<file path="src/rtl/toon_pkg.sv">
// toon_pkg: render mode enum plus posterise/luma helpers shared by the toon pixel path
package toon_pkg;
  typedef enum logic [1:0] {MODE_PASS, MODE_POSTER, MODE_TOON, MODE_EDGE} mode_t;
  localparam int MAXW = 32;
  function automatic logic [MAXW-1:0] posterise(input logic [MAXW-1:0] c, input int cw, input int qbits, input int ow);
    logic [MAXW-1:0] b;
    b = ((c >> (cw - qbits)) << 1) | MAXW'(1);
    return b << (ow - qbits - 1);
  endfunction
  function automatic logic [MAXW+1:0] luma(input logic [MAXW-1:0] r, input logic [MAXW-1:0] g, input logic [MAXW-1:0] b);
    return ({2'b00, r} + {1'b0, g, 1'b0} + {2'b00, b}) >> 2;
  endfunction
endpackage

</file>
<file path="src/rtl/toon_sync_fifo.sv">
// toon_sync_fifo: DEPTH-entry sync FIFO (i_push/i_wdata in, i_pop/o_rdata head out, o_full/o_empty/o_level status, i_rst/i_clear flush)
module toon_sync_fifo #(
  parameter int W = 24,
  parameter int DEPTH = 16
) (
  input  logic                     i_clk,
  input  logic                     i_rst,
  input  logic                     i_clear,
  input  logic                     i_push,
  input  logic                     i_pop,
  input  logic [W-1:0]             i_wdata,
  output logic [W-1:0]             o_rdata,
  output logic                     o_full,
  output logic                     o_empty,
  output logic [$clog2(DEPTH):0]   o_level
);
  localparam int AW = $clog2(DEPTH);
  localparam int LW = AW + 1;
  logic [W-1:0] mem [DEPTH];
  logic [AW-1:0] wr_ptr, rd_ptr;
  logic push_ok, pop_ok;
  assign o_full = o_level == LW'(DEPTH);
  assign o_empty = o_level == '0;
  assign push_ok = i_push && !o_full && !i_rst && !i_clear;
  assign pop_ok = i_pop && !o_empty;
  assign o_rdata = mem[rd_ptr];
  always_ff @(posedge i_clk)
    if (push_ok) mem[wr_ptr] <= i_wdata;
  always_ff @(posedge i_clk) begin
    if (i_rst || i_clear) begin
      wr_ptr <= '0;
      rd_ptr <= '0;
      o_level <= '0;
    end else begin
      if (push_ok) wr_ptr <= wr_ptr + 1'b1;
      if (pop_ok) rd_ptr <= rd_ptr + 1'b1;
      o_level <= o_level + LW'(push_ok) - LW'(pop_ok);
    end
  end
endmodule

</file>
<file path="src/rtl/toon_pixel_pipe.sv">
// toon_pixel_pipe: pairs buffered RGB pixels with edge samples, renders PASS/POSTER/TOON/EDGE into a registered o_valid/i_ready output with luma, level and sticky overflow
module toon_pixel_pipe
  import toon_pkg::*;
#(
  parameter int CW = 8,
  parameter int QBITS = 3,
  parameter int EW = 4,
  parameter int DEPTH = 16,
  parameter int OW = 10
) (
  input  logic                   i_clk,
  input  logic                   i_rst,
  input  logic                   i_clear,
  input  logic [1:0]             i_mode,
  input  logic [EW-1:0]          i_thresh,
  input  logic                   i_pix_valid,
  output logic                   o_pix_ready,
  input  logic [CW-1:0]          i_pix_r,
  input  logic [CW-1:0]          i_pix_g,
  input  logic [CW-1:0]          i_pix_b,
  input  logic                   i_edge_valid,
  output logic                   o_edge_ready,
  input  logic [EW-1:0]          i_edge,
  output logic                   o_valid,
  input  logic                   i_ready,
  output logic [OW-1:0]          o_red,
  output logic [OW-1:0]          o_green,
  output logic [OW-1:0]          o_blue,
  output logic [CW-1:0]          o_luma,
  output logic [$clog2(DEPTH):0] o_level,
  output logic                   o_overflow
);
  logic full, empty, push, pop, hit;
  logic [3*CW-1:0] head;
  logic [CW-1:0] src [3];
  logic [OW-1:0] nxt [3];
  logic [OW-1:0] out_c [3];
  logic [OW-1:0] edge_c;
  logic [CW-1:0] luma_n;
  mode_t mode;
  assign o_pix_ready = !i_rst && !full;
  assign o_edge_ready = !empty && (!o_valid || i_ready);
  assign push = i_pix_valid && o_pix_ready;
  assign pop = i_edge_valid && o_edge_ready;
  toon_sync_fifo #(.W(3*CW), .DEPTH(DEPTH)) u_fifo (
    .i_clk(i_clk),
    .i_rst(i_rst),
    .i_clear(i_clear),
    .i_push(push),
    .i_pop(pop),
    .i_wdata({i_pix_r, i_pix_g, i_pix_b}),
    .o_rdata(head),
    .o_full(full),
    .o_empty(empty),
    .o_level(o_level)
  );
  assign src[0] = head[3*CW-1 -: CW];
  assign src[1] = head[2*CW-1 -: CW];
  assign src[2] = head[CW-1 -: CW];
  assign mode = mode_t'(i_mode);
  assign hit = i_edge >= i_thresh;
  assign edge_c = OW'(i_edge) << (OW - EW);
  assign luma_n = CW'(luma(MAXW'(src[0]), MAXW'(src[1]), MAXW'(src[2])));
  for (genvar i = 0; i < 3; i++) begin : g_ch
    logic [OW-1:0] pass_c, post_c;
    assign pass_c = OW'(src[i]) << (OW - CW);
    assign post_c = OW'(posterise(MAXW'(src[i]), CW, QBITS, OW));
    assign nxt[i] = mode == MODE_PASS ? pass_c :
                    mode == MODE_POSTER ? post_c :
                    mode == MODE_TOON ? (hit ? '0 : post_c) : edge_c;
  end
  assign o_red = out_c[0];
  assign o_green = out_c[1];
  assign o_blue = out_c[2];
  always_ff @(posedge i_clk) begin
    if (i_rst) begin
      o_valid <= 1'b0;
      out_c <= '{default: '0};
      o_luma <= '0;
      o_overflow <= 1'b0;
    end else begin
      if (i_pix_valid && full) o_overflow <= 1'b1;
      if (i_clear) o_valid <= 1'b0;
      else if (pop) begin
        o_valid <= 1'b1;
        out_c <= nxt;
        o_luma <= luma_n;
      end else if (i_ready) o_valid <= 1'b0;
    end
  end
endmodule

</file>
<file path="config.mk">
export PLATFORM = sky130hd
export DESIGN_NAME = toon_pixel_pipe
export DESIGN_NICKNAME = d
export VERILOG_FILES = /design/src/rtl/toon_pkg.sv /design/src/rtl/toon_sync_fifo.sv /design/src/rtl/toon_pixel_pipe.sv
export SDC_FILE = /design/constraint.sdc
export NUM_CORES = 1
export LEC_CHECK = 0
export ABC_CLOCK_PERIOD_IN_PS = 12200
export CORE_ASPECT_RATIO = 1.4
export CORE_MARGIN = 1
export CORE_UTILIZATION = 60
export CTS_CLUSTER_SIZE = 20
export DETAILED_ROUTE_END_ITERATION = 16
export PLACE_DENSITY = 0.81
export SLEW_MARGIN = 10
export SYNTH_ARGS = -nofsm -noshare
export SYNTH_HDL_FRONTEND = slang
export SYNTH_HIERARCHICAL = 1
export SYNTH_SLANG_ARGS = --single-unit
export TNS_END_PERCENT = 20
</file>
<file path="constraint.sdc">
create_clock -name i_clk -period 12.2 [get_ports i_clk]
set_clock_uncertainty 0.1 [all_clocks]
set_input_delay 2.44 -clock i_clk [delete_from_list [all_inputs] [get_ports i_clk]]
set_output_delay 2.44 -clock i_clk [all_outputs]
set_load 0.01 [all_outputs]
</file>
Word level (Yosys, flattened, before mapping)
Memories as Yosys holds them, arrays and structs flattened. A register that Yosys moved wholly into a read port is not among the register bits. Index checks and enable logic that the tools add are counted.

Input port bits: 40. Bits in writable memories: 384. Memories kept: 1. Register bits: 53. Word-level logic and storage cells: 60.

Memory list: u_fifo.mem (depth 16, bits a word 24, rd ports 1, clocked after memory_dff 1, write ports 1, line toon_sync_fifo.sv:19) `logic [W-1:0] mem [DEPTH];`.

Bitwise logic cells: 1. $add $sub $neg: 6. Equal/unequal tests: 3. Reduce and logical (&&, ||, !) cells: 21. Order comparisons: 1. Multiplexer cells: 18.

Operators by type and width (count): $mux 10 (12); $add 10x8->10 (1); $add 8x9->10 (1); $logic_and 1x1->1 (9); $add 4x1->4 const B (2); $mux 4 (2); $add 5x1->5 (1); $eq 5x5->1 const B (1); $logic_not 1->1 (5); $logic_not 5->1 (1); $sub 5x1->5 (1); $ge 4x4->1 (1); $mux 1 (4); $eq 2x1->1 const B (1); $eq 2x2->1 const B (1); $logic_not 2->1 (1); $logic_or 1x1->1 (2); $reduce_and 2->1 (1); $reduce_bool 2->1 (1); $reduce_or 2->1 (1); $not 1->1 (1).

Longest topological paths before layout
Depth in word-level cells: 9. Mapped depth: 16. Gate-level depth less buffers: 16.

Hierarchy
Netlist, hierarchy kept.

By module, submodules not included: toon_sync_fifo (area each 15295.9 um2, seq. area each 11871.4 um2, instances 1, cells each 704); toon_pixel_pipe (area each 2016.9 um2, seq. area each 680.7 um2, instances 1, cells each 231).

Worst setup path after synthesis
No wires, ideal clock.

Kind: input to register. Start: input i_rst. End: memory u_fifo.mem[3][0], enable pin. Path slack: 5665 ps. Stages on the path: 6. Data arrival time: 5960 ps. Cell sequence: clkbuf_1 -> nor2_1 -> and2_1 -> nand3_1 -> buf_1 -> nor4b_1.

Word-level cells in the longest chain between the ends: 8.

RTL lines: start, declared (line toon_pixel_pipe.sv:12) `input logic i_rst,`; $logic_not 1->1 (line toon_pixel_pipe.sv:41) `assign o_pix_ready = !i_rst && !full;`; $logic_and 1x1->1 (line toon_pixel_pipe.sv:41); net o_pix_ready (line toon_pixel_pipe.sv:17) `output logic o_pix_ready,`; $logic_and 1x1->1 (line toon_pixel_pipe.sv:43) `assign push = i_pix_valid && o_pix_ready;`; net push (line toon_pixel_pipe.sv:33) `logic full, empty, push, pop, hit;`; $logic_and 1x1->1 (3 in series) (line toon_sync_fifo.sv:24) `assign push_ok = i_push && !o_full && !i_rst && !i_clear;`; $mux 1 (line toon_sync_fifo.sv:28) `if (push_ok) mem[wr_ptr] <= i_wdata;`; $mux 1 (implied by the code) (line toon_sync_fifo.sv:28); end, declared (line toon_sync_fifo.sv:19).

The timed path passes the listed nets, and every way through them passes these cells.

Final worst setup path
Start: input i_rst. End: output o_pix_ready.

Word-level cells in the longest chain between the ends: 2.

RTL lines (line): $logic_not 1->1 (toon_pixel_pipe.sv:41); $logic_and 1x1->1 (toon_pixel_pipe.sv:41); end, declared (toon_pixel_pipe.sv:17).

No other way between the ends.

==> impl_metrics.ini <==
[run_status]
status = complete, no violations

[placement]
placed_cells = 1369
dp_hpwl_um = 22100
io_buffers = 80
gp_congestion = 0.876
dpl_cell_area_sq_mm = 0.0186

[synthesis]
synthMuxAreaShare_pct = 12.5
syn-cell-area_sq_mm = 0.0173
ys_async_sr_fraction_pct = 0
ys_seq_area_share_pct = 72.5
synth_edf_count = 384
syn_inst = 935
post-synth-top-area-cell = edfxtp_1
synth_seq_cells = 435
yosys.area_share.simple_pct = 4.91
synthAdderAreaFrac_pct = 2.63
synth_top_area_share_pct = 66.6
synth_area_leaders = edfxtp_1 (67%), mux4_2 (12%), dfxtp_1 (5.9%), a22oi_1 (2.1%), ha_1 (1.6%)
synth.avg_cell_area_sq_um = 18.5
yosysWarnings = 6
synth_top_family_by_area = multiplexers
synth_xor_area_share_pct = 0.556
synth-compound-area-share_pct = 4.76
ys.flop_type = edfxtp_1
ys_types = 57

[clocking]
cts_setup_buffers = 0
clkTransAtPathRegs_ns = 0.06
cts_htree_levels = 2
clockBufferDepth = 3
clk_latency_ns = 0.54
cts_tree = yes
postCtsResizedCells = 0
clock-sinks = 435
cts_buffers = 40
cts_hold_buf = 0
cts_root_buffer = clkbuf_16

[finish]
antennaDiodeCount = 0
num-nets-final = 1107
fin_cells = 1439
final_area_sq_mm = 0.0199
drive_above_1_share_pct = 19.5
post-route-util_pct = 70.1
syn_to_final_growth_pct = 15.0
mostFrequentLayoutCells = edfxtp_1 (384), mux4_2 (96), clkdlybuf4s50_1 (80)
final_common_cell = edfxtp_1

[worst_hold_path]
min_path_type = reg -> reg

[sta]
finalHoldViolCount = 0
fin_crit_sh_pct = 52.4
slew_viol_final = 0
period_minus_slack_ns = 6.40
clock.fmax_ghz = 0.156
rsz0062_at_grt = no
relSlewSlack_pct = 32.2
finalSetupTns_ns = 0
finalSetupViolCount = 0
worst_pin_slew_ns = 1.01

[die]
pin_count = 87
num_rows = 73
initial_core_util_pct = 60.9
die_w_um = 146
dieArea_sq_mm = 0.0295
die_h_um = 203
core_area_sq_mm = 0.0284

[setup_path]
critical_path.reg2reg.endpoint = o_luma[5]
crit_start = i_rst
start_kind = primary input
ff2ff_setup_slack_ns = 7.47
endpoint_kind = output pin
critPathRequiredTime_ns = 9.66
worstPathMaxFanout = 44
endpoint = o_pix_ready
r2r_cells = 10
worstPathArrival_ns = 3.86
crit_type = in -> out

[drt]
viasPerCell = 6.47
wl_per_cell_um = 26.3
drt-pass1-iter-count = 6
ant_nets = 0
vias = 9316
wl_um = 37900
route.detailed.drc = 0
drt_iter0_markers = 877

[power_and_ir_drop]
vdd_drop_max_v = 0.000134
powerDensity_mw_per_mm2 = 149
power.leakage_nw = 6.28
power_w = 0.00296

[global_route]
grt_max_degree = 54
grt_pass1_wl_um = 57500
track_usage_pct = 26.6
antenna_found_initial = 0
grt-ovfl-total = 0
grt_pass1_vias = 9508

[job]
maxCapViolCount = 0
==> per-stage QoR <==
step | hold slack (ns) | setup slack [ns]
final | 0.350 | 5.80
after global routing | 0.367 | 5.70
after CTS | 0.353 | 5.80
after detailed placement | 0.346 | 5.80
after global placement | 0.339 | 5.82
after floorplan | 0.363 | 5.67
==> cell type report <==
cell class	instances	area [sq um]
fillers	1677	8500
clock inverters	21	270
repair buffers	108	1010
well taps	375	469
inverters	21	78.8
clock buffers	49	1060
multi-input cells	430	4460
flip-flops and latches	435	12600
==> report_power, final <==
group	total, W	leakage, nW	switching [W]	internal, W
registers	0.00162	3.86	0.00000112	0.00162
logic	0.0000682	1.77	0.0000432	0.0000250
clock network	0.00127	0.654	0.000526	0.000747
==> per-layer routing <==
layer	wire [um]	part of all wire (%)	up-vias	global-route usage, %
li1	-	-	3951	-
met5	0	0	-	0
met1	13600	36	4773	32.3
met3	2610	6.9	92	4.25
met2	20500	54	500	47.8
met4	1270	3.3	0	10.3
==> flip-flops by register name (all words and copies together), names as in the netlist, named ones only <==
signal          count
u_fifo/wr_ptr       4
o_blue              8
o_red               8
u_fifo/rd_ptr       4
o_green             8
u_fifo/mem        384
o_luma              8
u_fifo/o_level      5
o_overflow          1
o_valid             1
==> synth_stat cells, types with 6 or more instances <==
cell	instances
dfxtp_1	51
buf_4	7
buf_2	14
nand3b_1	9
nand2_1	54
edfxtp_1	384
and2_1	12
fa_1	9
clkbuf_1	26
xor2_1	6
nor2_1	38
a21oi_1	24
o31ai_1	10
buf_6	6
nand3_1	25
ha_1	22
a22oi_1	48
inv_1	20
a211oi_1	11
mux4_2	96
nor3_1	6
==> worst max-delay path, stage by stage <==
cell and delay (ns):
clkdlybuf4s50_1 0.45, buf_4 0.36, nor2_1 0.09, clkdlybuf4s50_1 0.49
==> worst min path at each step <==
stage | slack [ns] | cells past startpoint | start | to
after detailed placement | 0.35 | 2 | o_green[4] | o_green[4]
after CTS | 0.35 | 2 | o_green[4] | o_green[4]
after global placement | 0.34 | 2 | o_blue[2] | o_blue[2]
after floorplan | 0.36 | 2 | u_fifo/rd_ptr[1] | flip-flop
after global routing | 0.37 | 2 | o_green[4] | o_green[4]
final | 0.35 | 2 | o_green[4] | o_green[4]
==> logic make-up after synthesis <==
group,after synthesis
compound gates,117
xor+xnor,11
fa+ha+maj,31
buf+inv,75
flops,435
mux,96
other cells,1
simple gates,169
No activity file was read; power rests on OpenSTA's default activity.
==> RTL change (config.mk and constraints unchanged) <==
The parameter `CW` goes from 8 to 16.
--- a/src/rtl/toon_pixel_pipe.sv
+++ b/src/rtl/toon_pixel_pipe.sv
@@ -2,7 +2,7 @@
 module toon_pixel_pipe
   import toon_pkg::*;
 #(
-  parameter int CW = 8,
+  parameter int CW = 16,
   parameter int QBITS = 3,
   parameter int EW = 4,
   parameter int DEPTH = 16,
Interface: changed (resized i_pix_b, i_pix_g, i_pix_r and o_luma); port bits go from 87 to 119. No check against the original RTL was run, so the function may have changed too.
==> RTL change against the unedited design <==
Worst hold slack better by 9.6 ps. Clock power up 84%. Total power up 86%. Worst setup slack worse by 250 ps. Sequential power up 88%. Sequential cell count up 378. Area after synthesis up 85%. Cell count up 70%. Wire length up 88%. Cell area up 82%. Critical path type unchanged.
==> RTL change: results (changes against the unedited design) <==
grt_pass1_wl_um: 105000  # +82%
grt_antenna_before_repair: 1  # +1
yosys-top-cells-area: "edfxtp_1 (72%), mux4_2 (13%), dfxtp_1 (2.8%), a22oi_1 (2.2%), ha_1 (1.2%)"
use_met1: 0.337  # +0.0135
grtUsageMet3: 0.0467  # +0.00420
status: "finished clean"
vias: 16000  # +72%
drive_gt1_frac: 0.209  # +0.0130
ant_nets: 0  # unchanged
cp_max_fo: 20  # -55%
totalWireLength_um: 71200  # +88%
async_flop_share: 0  # unchanged
ys_types: 66  # +16%
post_cts_resize_count: 0  # unchanged
critPathLaunch: "i_rst"
io_buffer_count: 100  # +25%
fillCellCount: 3096  # +85%
clock-root-buffer: "clkbuf_16"
initialDrtViolationCount: 1576  # +80%
place_area_um2: 33700  # +82%
synth_warnings: 6  # unchanged
min_path_type: "reg2reg"
top_regs: "u_fifo/mem (768), o_luma (16), u_fifo/o_level (5)"
use_met2: 0.469  # -0.00896
firstDrtPassIters: 5  # -1
ir_drop_mv: 0.0988  # -26%
cts_htree_levels: 3  # +1
insertion_delay_ps: 610  # +70 ps
clock_path_buffers: 3  # unchanged
clkTransAtPathRegs_ps: 70
synth_edf_count: 768  # +100%
cts_setup_buffers: 0  # unchanged
p_leak_nw: 11.3  # +80%
final_nets: 1791  # +62%
grt_max_degree: 109  # +100%
dp_hpwl_um: 37500  # +70%
place.gp.congestion: 0.851  # -2.9%
synth_top_cells_by_count: "edfxtp_1 (768), mux4_2 (192), a22oi_1 (96), nand2_1 (83), dfxtp_1 (45)"
slew_headroom: 0.363  # +0.0404
hold_start: "o_luma[5]$_SDFFE_PP0P_"
numCtsBuffers: 73  # +83%
ys_seq_area_frac: 0.748  # +0.0229
grt_pass1_vias: 16600  # +75%
grt_usage: 0.272  # +0.00557
RTL change: routing by layer:
layer  vias to the layer above  wire length (um)
met5                         -                13
met4                         2              3090
met3                       185              5890
met2                       910             37300
met1                      8277             24900
li1                       6621                 -
RTL change: cells by family after synthesis:
logic type	share of synthesized area
AO/OA/AOI/OAI	0.0401
XOR/XNOR	0.00437
adder cells (fa/ha/maj)	0.0223
buffers and inverters	0.0212
flip-flops	0.748
multiplexers	0.136
other	0.000117
AND/OR/NAND/NOR	0.0280
RTL change: report_power, final:
part           total, mW  switching [mW]  internal, mW
registers           3.05         0.00166          3.05
clock network       2.34           0.977          1.36
logic              0.116          0.0749        0.0416
RTL change: path summary, 6_finish.rpt:
check	endpoint	slack (ps)	cells past startpoint
min reg2reg	o_luma[5]$_SDFFE_PP0P_	360	2
max reg2reg	o_luma[14]$_SDFFE_PP0P_	6530	13
min	o_luma[5]$_SDFFE_PP0P_	360	2
max	o_pix_ready	5550	3
RTL change: area by class of cell:
| type | instances | area share |
|---|---|---|
| well taps | 707 | 0.0245 |
| inverters | 24 | 0.00249 |
| repair buffers | 129 | 0.0341 |
| multi-input cells | 639 | 0.209 |
| clock buffers | 95 | 0.0557 |
| diodes | 1 | 0.0000692 |
| flip-flops and latches | 813 | 0.663 |
| clock inverters | 36 | 0.0115 |
RTL change: per-stage QoR:
stage | setup WS, ps | utilization | hold slack [ps] | cells
after floorplan | 4910 | - | 363 | 1574
after global placement | 5560 | 0.644 | 343 | 2312
after detailed placement | 5530 | 0.644 | 353 | 2312
after CTS | 5540 | 0.690 | 361 | 2443
after global routing | 5420 | 0.690 | 373 | 2443
final | 5550 | 0.690 | 359 | 2444
RTL change: critical path: stages:
cell	delay, ps
clkdlybuf4s50_1	780
nor2_1	300
clkdlybuf4s50_1	580
